### src/rtl/prog_launch_pkg.sv
// Shared types and constants for the program-launch controller.
//   state_t     : controller state encoding
//   DEF_BASE*   : default absolute start addresses of the three test programs
//   PROG_IDX_W  : width of the program-number output
package prog_launch_pkg;

  typedef enum logic [2:0] {
    IDLE  = 3'd0,
    ARMED = 3'd1,
    LOAD  = 3'd2,
    RUN   = 3'd3,
    DONE  = 3'd4
  } state_t;

  localparam int unsigned DEF_BASE1  = 32'd0;
  localparam int unsigned DEF_BASE2  = 32'd100;
  localparam int unsigned DEF_BASE3  = 32'd200;
  localparam int unsigned PROG_IDX_W = 32'd2;

endpackage : prog_launch_pkg

### src/rtl/start_edge_det.sv
// Registers the bench Start level and flags its rising and falling edges.
// The register keeps tracking In in every controller state, so an edge that
// the controller chooses to ignore is simply lost rather than remembered.
// Ports:
//   Clk   in  clock, posedge
//   Reset in  synchronous active-high reset (clears the sample to 0)
//   In    in  level to watch
//   Rise  out In is high now and was low at the previous edge
//   Fall  out In is low now and was high at the previous edge
module start_edge_det (
  input  logic Clk,
  input  logic Reset,
  input  logic In,
  output logic Rise,
  output logic Fall
);

  logic in_r;

  // Previous-cycle sample of In; cleared by reset so a level held high
  // across reset release is seen as a fresh rise.
  always_ff @(posedge Clk) begin
    if (Reset) begin
      in_r <= 1'b0;
    end else begin
      in_r <= In;
    end
  end

  // Edge decode from the current level and the previous sample.
  always_comb begin
    Rise = ~in_r & In;
    Fall = in_r & ~In;
  end

endmodule : start_edge_det

### src/rtl/prog_launch_ctrl.sv
// Program-launch controller. Turns Start pulses into per-program PC loads,
// holds the PC between programs and stops fetch on the decoder halt flag.
// Ports:
//   Clk        in   clock, posedge
//   Reset      in   synchronous active-high reset, overrides everything
//   Start      in   bench request level; launch happens on its falling edge
//   Halt       in   currently fetched instruction is the halt opcode
//   PcLoad     out  one-cycle load strobe to the PC register
//   PcLoadAddr out  absolute load address (0 when not loading)
//   PcHold     out  PC keeps its value (also suppresses branches)
//   Done       out  current program has finished
//   ProgIdx    out  current program number, 0 before the first launch
//   CycleCnt   out  RUN cycles of the current program, saturating
module prog_launch_ctrl
  import prog_launch_pkg::*;
#(
  parameter int unsigned A         = 10,
  parameter int unsigned NUM_PROGS = 3,
  parameter int unsigned BASE1     = DEF_BASE1,
  parameter int unsigned BASE2     = DEF_BASE2,
  parameter int unsigned BASE3     = DEF_BASE3,
  parameter int unsigned CW        = 16
) (
  input  logic                  Clk,
  input  logic                  Reset,
  input  logic                  Start,
  input  logic                  Halt,
  output logic                  PcLoad,
  output logic [A-1:0]          PcLoadAddr,
  output logic                  PcHold,
  output logic                  Done,
  output logic [PROG_IDX_W-1:0] ProgIdx,
  output logic [CW-1:0]         CycleCnt
);

  localparam logic [PROG_IDX_W-1:0] LAST_IDX = PROG_IDX_W'(NUM_PROGS);
  localparam logic [PROG_IDX_W-1:0] IDX_ONE  = PROG_IDX_W'(1);
  localparam logic [CW-1:0]         CNT_MAX  = {CW{1'b1}};
  localparam logic [CW-1:0]         CNT_ONE  = CW'(1);

  state_t                  state_r, state_s;
  logic [PROG_IDX_W-1:0]   prog_idx_r, prog_idx_s;
  logic [CW-1:0]           cycle_cnt_r, cycle_cnt_s;
  logic [A-1:0]            base_addr_s;
  logic                    rise_s, fall_s;

  start_edge_det u_start_edge_det (
    .Clk   (Clk),
    .Reset (Reset),
    .In    (Start),
    .Rise  (rise_s),
    .Fall  (fall_s)
  );

  // State, program number and cycle counter registers.
  always_ff @(posedge Clk) begin
    if (Reset) begin
      state_r     <= IDLE;
      prog_idx_r  <= '0;
      cycle_cnt_r <= '0;
    end else begin
      state_r     <= state_s;
      prog_idx_r  <= prog_idx_s;
      cycle_cnt_r <= cycle_cnt_s;
    end
  end

  // Start address of the program currently selected.
  always_comb begin
    case (prog_idx_r)
      2'd1:    base_addr_s = A'(BASE1);
      2'd2:    base_addr_s = A'(BASE2);
      2'd3:    base_addr_s = A'(BASE3);
      default: base_addr_s = '0;
    endcase
  end

  // Next-state logic, program advance and saturating RUN-cycle count.
  always_comb begin
    state_s     = state_r;
    prog_idx_s  = prog_idx_r;
    cycle_cnt_s = cycle_cnt_r;
    case (state_r)
      IDLE, DONE: begin
        // Once the last program has run, further requests leave Done up.
        if (rise_s && (prog_idx_r < LAST_IDX)) begin
          state_s     = ARMED;
          prog_idx_s  = prog_idx_r + IDX_ONE;
          cycle_cnt_s = '0;
        end else begin
          state_s = state_r;
        end
      end
      ARMED: begin
        if (fall_s) begin
          state_s = LOAD;
        end else begin
          state_s = ARMED;
        end
      end
      LOAD: begin
        state_s = RUN;
      end
      RUN: begin
        // The halt cycle itself is counted.
        if (cycle_cnt_r != CNT_MAX) begin
          cycle_cnt_s = cycle_cnt_r + CNT_ONE;
        end else begin
          cycle_cnt_s = cycle_cnt_r;
        end
        if (Halt) begin
          state_s = DONE;
        end else begin
          state_s = RUN;
        end
      end
      default: begin
        state_s = IDLE;
      end
    endcase
  end

  // Moore outputs, except PcHold which also reacts to Halt in the same
  // cycle so the PC parks on the halt instruction.
  always_comb begin
    PcLoad     = 1'b0;
    PcLoadAddr = '0;
    PcHold     = 1'b1;
    Done       = 1'b0;
    if (state_r == LOAD) begin
      PcLoad     = 1'b1;
      PcLoadAddr = base_addr_s;
    end else begin
      PcLoad     = 1'b0;
      PcLoadAddr = '0;
    end
    if (state_r == RUN) begin
      PcHold = Halt;
    end else begin
      PcHold = 1'b1;
    end
    Done     = (state_r == DONE);
    ProgIdx  = prog_idx_r;
    CycleCnt = cycle_cnt_r;
  end

endmodule : prog_launch_ctrl

### config.mk
export PLATFORM = sky130hd
export DESIGN_NAME = prog_launch_ctrl
export DESIGN_NICKNAME = d
export VERILOG_FILES = /design/src/rtl/prog_launch_pkg.sv /design/src/rtl/start_edge_det.sv /design/src/rtl/prog_launch_ctrl.sv
export SDC_FILE = /design/constraint.sdc
export NUM_CORES = 1
export LEC_CHECK = 0
export ABC_AREA = 0
export CELL_PAD_IN_SITES_DETAIL_PLACEMENT = 0
export CELL_PAD_IN_SITES_GLOBAL_PLACEMENT = 1
export CORE_MARGIN = 4
export CORE_UTILIZATION = 45
export CTS_CLUSTER_SIZE = 40
export DETAILED_ROUTE_END_ITERATION = 10
export DONT_BUFFER_PORTS = 1
export GPL_TIMING_DRIVEN = 0
export PLACE_DENSITY = 0.78
export SYNTH_ARGS = -nofsm -noshare
export SYNTH_HDL_FRONTEND = slang
export SYNTH_SLANG_ARGS = --single-unit
### constraint.sdc
create_clock -name Clk -period 2 [get_ports Clk]
set_input_delay 0.4 -clock Clk [delete_from_list [all_inputs] [get_ports Clk]]
set_output_delay 0.4 -clock Clk [all_outputs]
set_load 0.1 [all_outputs]
==> run metrics <==
Total Neg Setup Slack=-4315 ps; RSZ-0062 raised after global routing=yes; P_int=about 600 µW; Setup CP Type=reg2out; Inst Count DP=around 190; FMAX=around 0.36 GHz; clk_lat worst skew=320 ps; Post-DP HPWL=between 2000 and 2500 µm; min cycle time layout=approximately 2800 ps; Die ar.=about 0.0038 mm²; async set-reset flop share out of synthesis=0; DIE WIDTH=between 60 and 70 µm; pre-CTS WS=-503.7 ps; hold_buf cts=0; Hold WS=between 200 and 250 ps; Critical Path RT=~1600 ps; number of fill cells=~230; PwrDens=roughly 510 mW/mm²; Slew Viols, Final=0; slew margin rel.=0.2345; Final Util=0.6270; Reg power frac=0.529; placed inst area=around 0.0015 mm²; post-route insts no fill=~200; nets@finish=about 180; CTS buffer count=3; PortBufs=0; vias in the first global route=approximately 1100; crit share post-route=1.385; clock sinks=22; initial DRC count=38; register area share after synthesis=0.3408; Ports=35; Post-synth EDFFs=0; Synth Register Bits=22; # DRC=0; Post-Route WL=between 3000 and 4000 µm; prevailing post-synth register cell=dfxtp_1; DR vias=roughly 1200; count of different cell masters after synthesis=between 40 and 50; crit-path max FO=4; WL/cell=about 15 µm; Sw Share=0.3214; area grow syn2layout=33.79%; H-tree depth=1; n_diodes=0; die extent in y=61.59 µm; Initial Util=0.4687; Comb pwr share=0.187; clock power share=0.284; gr usage total=0.1767; Final Instance Area=~0.0017 mm²; Core Area=0.002758 mm²; routability cong.=0.8240; Reg area=511.7 µm²; initial antenna violation count=0; endpoints failing hold=0; Multi-input gate area=about 900 µm²; Pleak=approximately 0.67 nW; CTS Root Cell=clkbuf_4; CTS tree=done; worst hold path type=in2reg; Clock Skew=between 10 and 15 ps; FP Rows=19; total power=between 800 and 900 µW; routed vias/inst=just under 6; clock transition at the registers of the reported paths=~130 ps; Startpoint Class=flip-flop; Max-Cap Viols=0; failing checks=setup timing; IR drop worst, VDD=about 0.4 mV; Crit path arrival time=approximately 2400 ps; most frequent cells in the layout=18 x dfxtp_4, 14 x buf_4, 14 x nor2_1; crit end category=output pin; commonest non-fill, non-tap cell in the layout=dfxtp_4; Routed Antenna Nets=0; P_sw=284.9 µW; global route overflow=0; DRT Pass-1 Iters=4; outcome=finished, violations left; largest net degree at the start of global routing=13; worst-margin pin slew=1147 ps; Syn Inst Count=152; Yosys warning count=0; Synth Cell Area=around 0.0013 mm²; Mean Syn Cell Area=between 8 and 9 µm²; CTS Buffer Depth=2; layout cell share with drive strength beyond 1=0.4393; Setup-failing EPs final=19; post-route setup slack=-769.4 ps; first-pass GRT wire length=slightly above 5000 µm
logic make-up (layout without fill, tap and decap cells):
logic type / after synthesis / after routing / share of synthesized area
buffers and inverters: 17 / 34 / 0.07066
DFF: 22 / 22 / 0.3408
AOI/OAI and AO/OA: 38 / 38 / 0.2343
xor gates and xnor gates: 1 / 1 / 0.006778
other: 1 / 5 / 0.002901
and+or+nand+nor: 69 / 69 / 0.3059
adders and majority gates: 4 / 4 / 0.03872
power by group through the flow:
stage / combinational (mW) / sequential, mW / clock (mW)
after floorplan: 0.110 / 0.484 / 0
after global placement: 0.122 / 0.487 / 0
after detailed placement: 0.123 / 0.488 / 0
after CTS: 0.152 / 0.470 / 0.260
after global routing: 0.177 / 0.470 / 0.276
final: 0.166 / 0.469 / 0.252
worst paths after layout:
check / start / endpoint / depth (start not counted) / slack [ps]
setup / recovery: state_r[0]$_SDFFE_PP0P_ / PcLoadAddr[5] / 3 / -770
hold / removal: Halt / state_r[2]$_SDFFE_PP0P_ / 2 / 240
setup reg to reg: ProgIdx[0]$_SDFFE_PP0P_ / CycleCnt[13]$_SDFFE_PP0P_ / 7 / -140
hold reg to reg: state_r[2]$_SDFFE_PP0P_ / state_r[1]$_SDFFE_PP0P_ / 2 / 560
metal layers:
metal,routed length [µm],vias to the layer above,GRT usage
li1,-,594,-
met1,1286,562,0.1882
met2,1682,22,0.3378
met3,142,6,0.04193
met4,44,0,0.05455
met5,0,-,0
layout make-up:
class / count / area share
Multi-Input combinational cell: 117 / 0.5181
Sequential cell: 22 / 0.2959
Timing Repair Buffer: 14 / 0.06946
Buffer: 11 / 0.06223
Tap cell: 31 / 0.02243
Clock buffer: 4 / 0.02098
Inverter: 5 / 0.01085
cell usage after synthesis (4+ instances only):
library cell	number	area share
clkbuf_1	4	0.012
inv_1	5	0.015
dfxtp_1	22	0.34
nand3_1	9	0.035
nor3_1	6	0.023
a21oi_1	9	0.035
nand2_1	11	0.032
o21ai_0	5	0.019
and3_1	5	0.024
buf_4	7	0.041
ha_1	4	0.039
nor2_1	15	0.044
flip-flops by register name, summed over array words and instances, names as in the netlist:
register	cells
u_start_edge_det.in_r	1
state_r	3
ProgIdx	2
CycleCnt	16
critical path, stage by stage (launching register included):
cell     delay [ps]
dfxtp_4         380
nor3b_4         940
and2_4          510
buf_12          220
what timing repair did:
action / 4_1_cts / 5_1_grt
setup endpoints to repair: 19 / 22
buffers inserted: 9 / 4
pin swaps: 13 / 7
gates resized for setup: 21 / 11
Note: power is estimated with default switching activity, not from simulation.
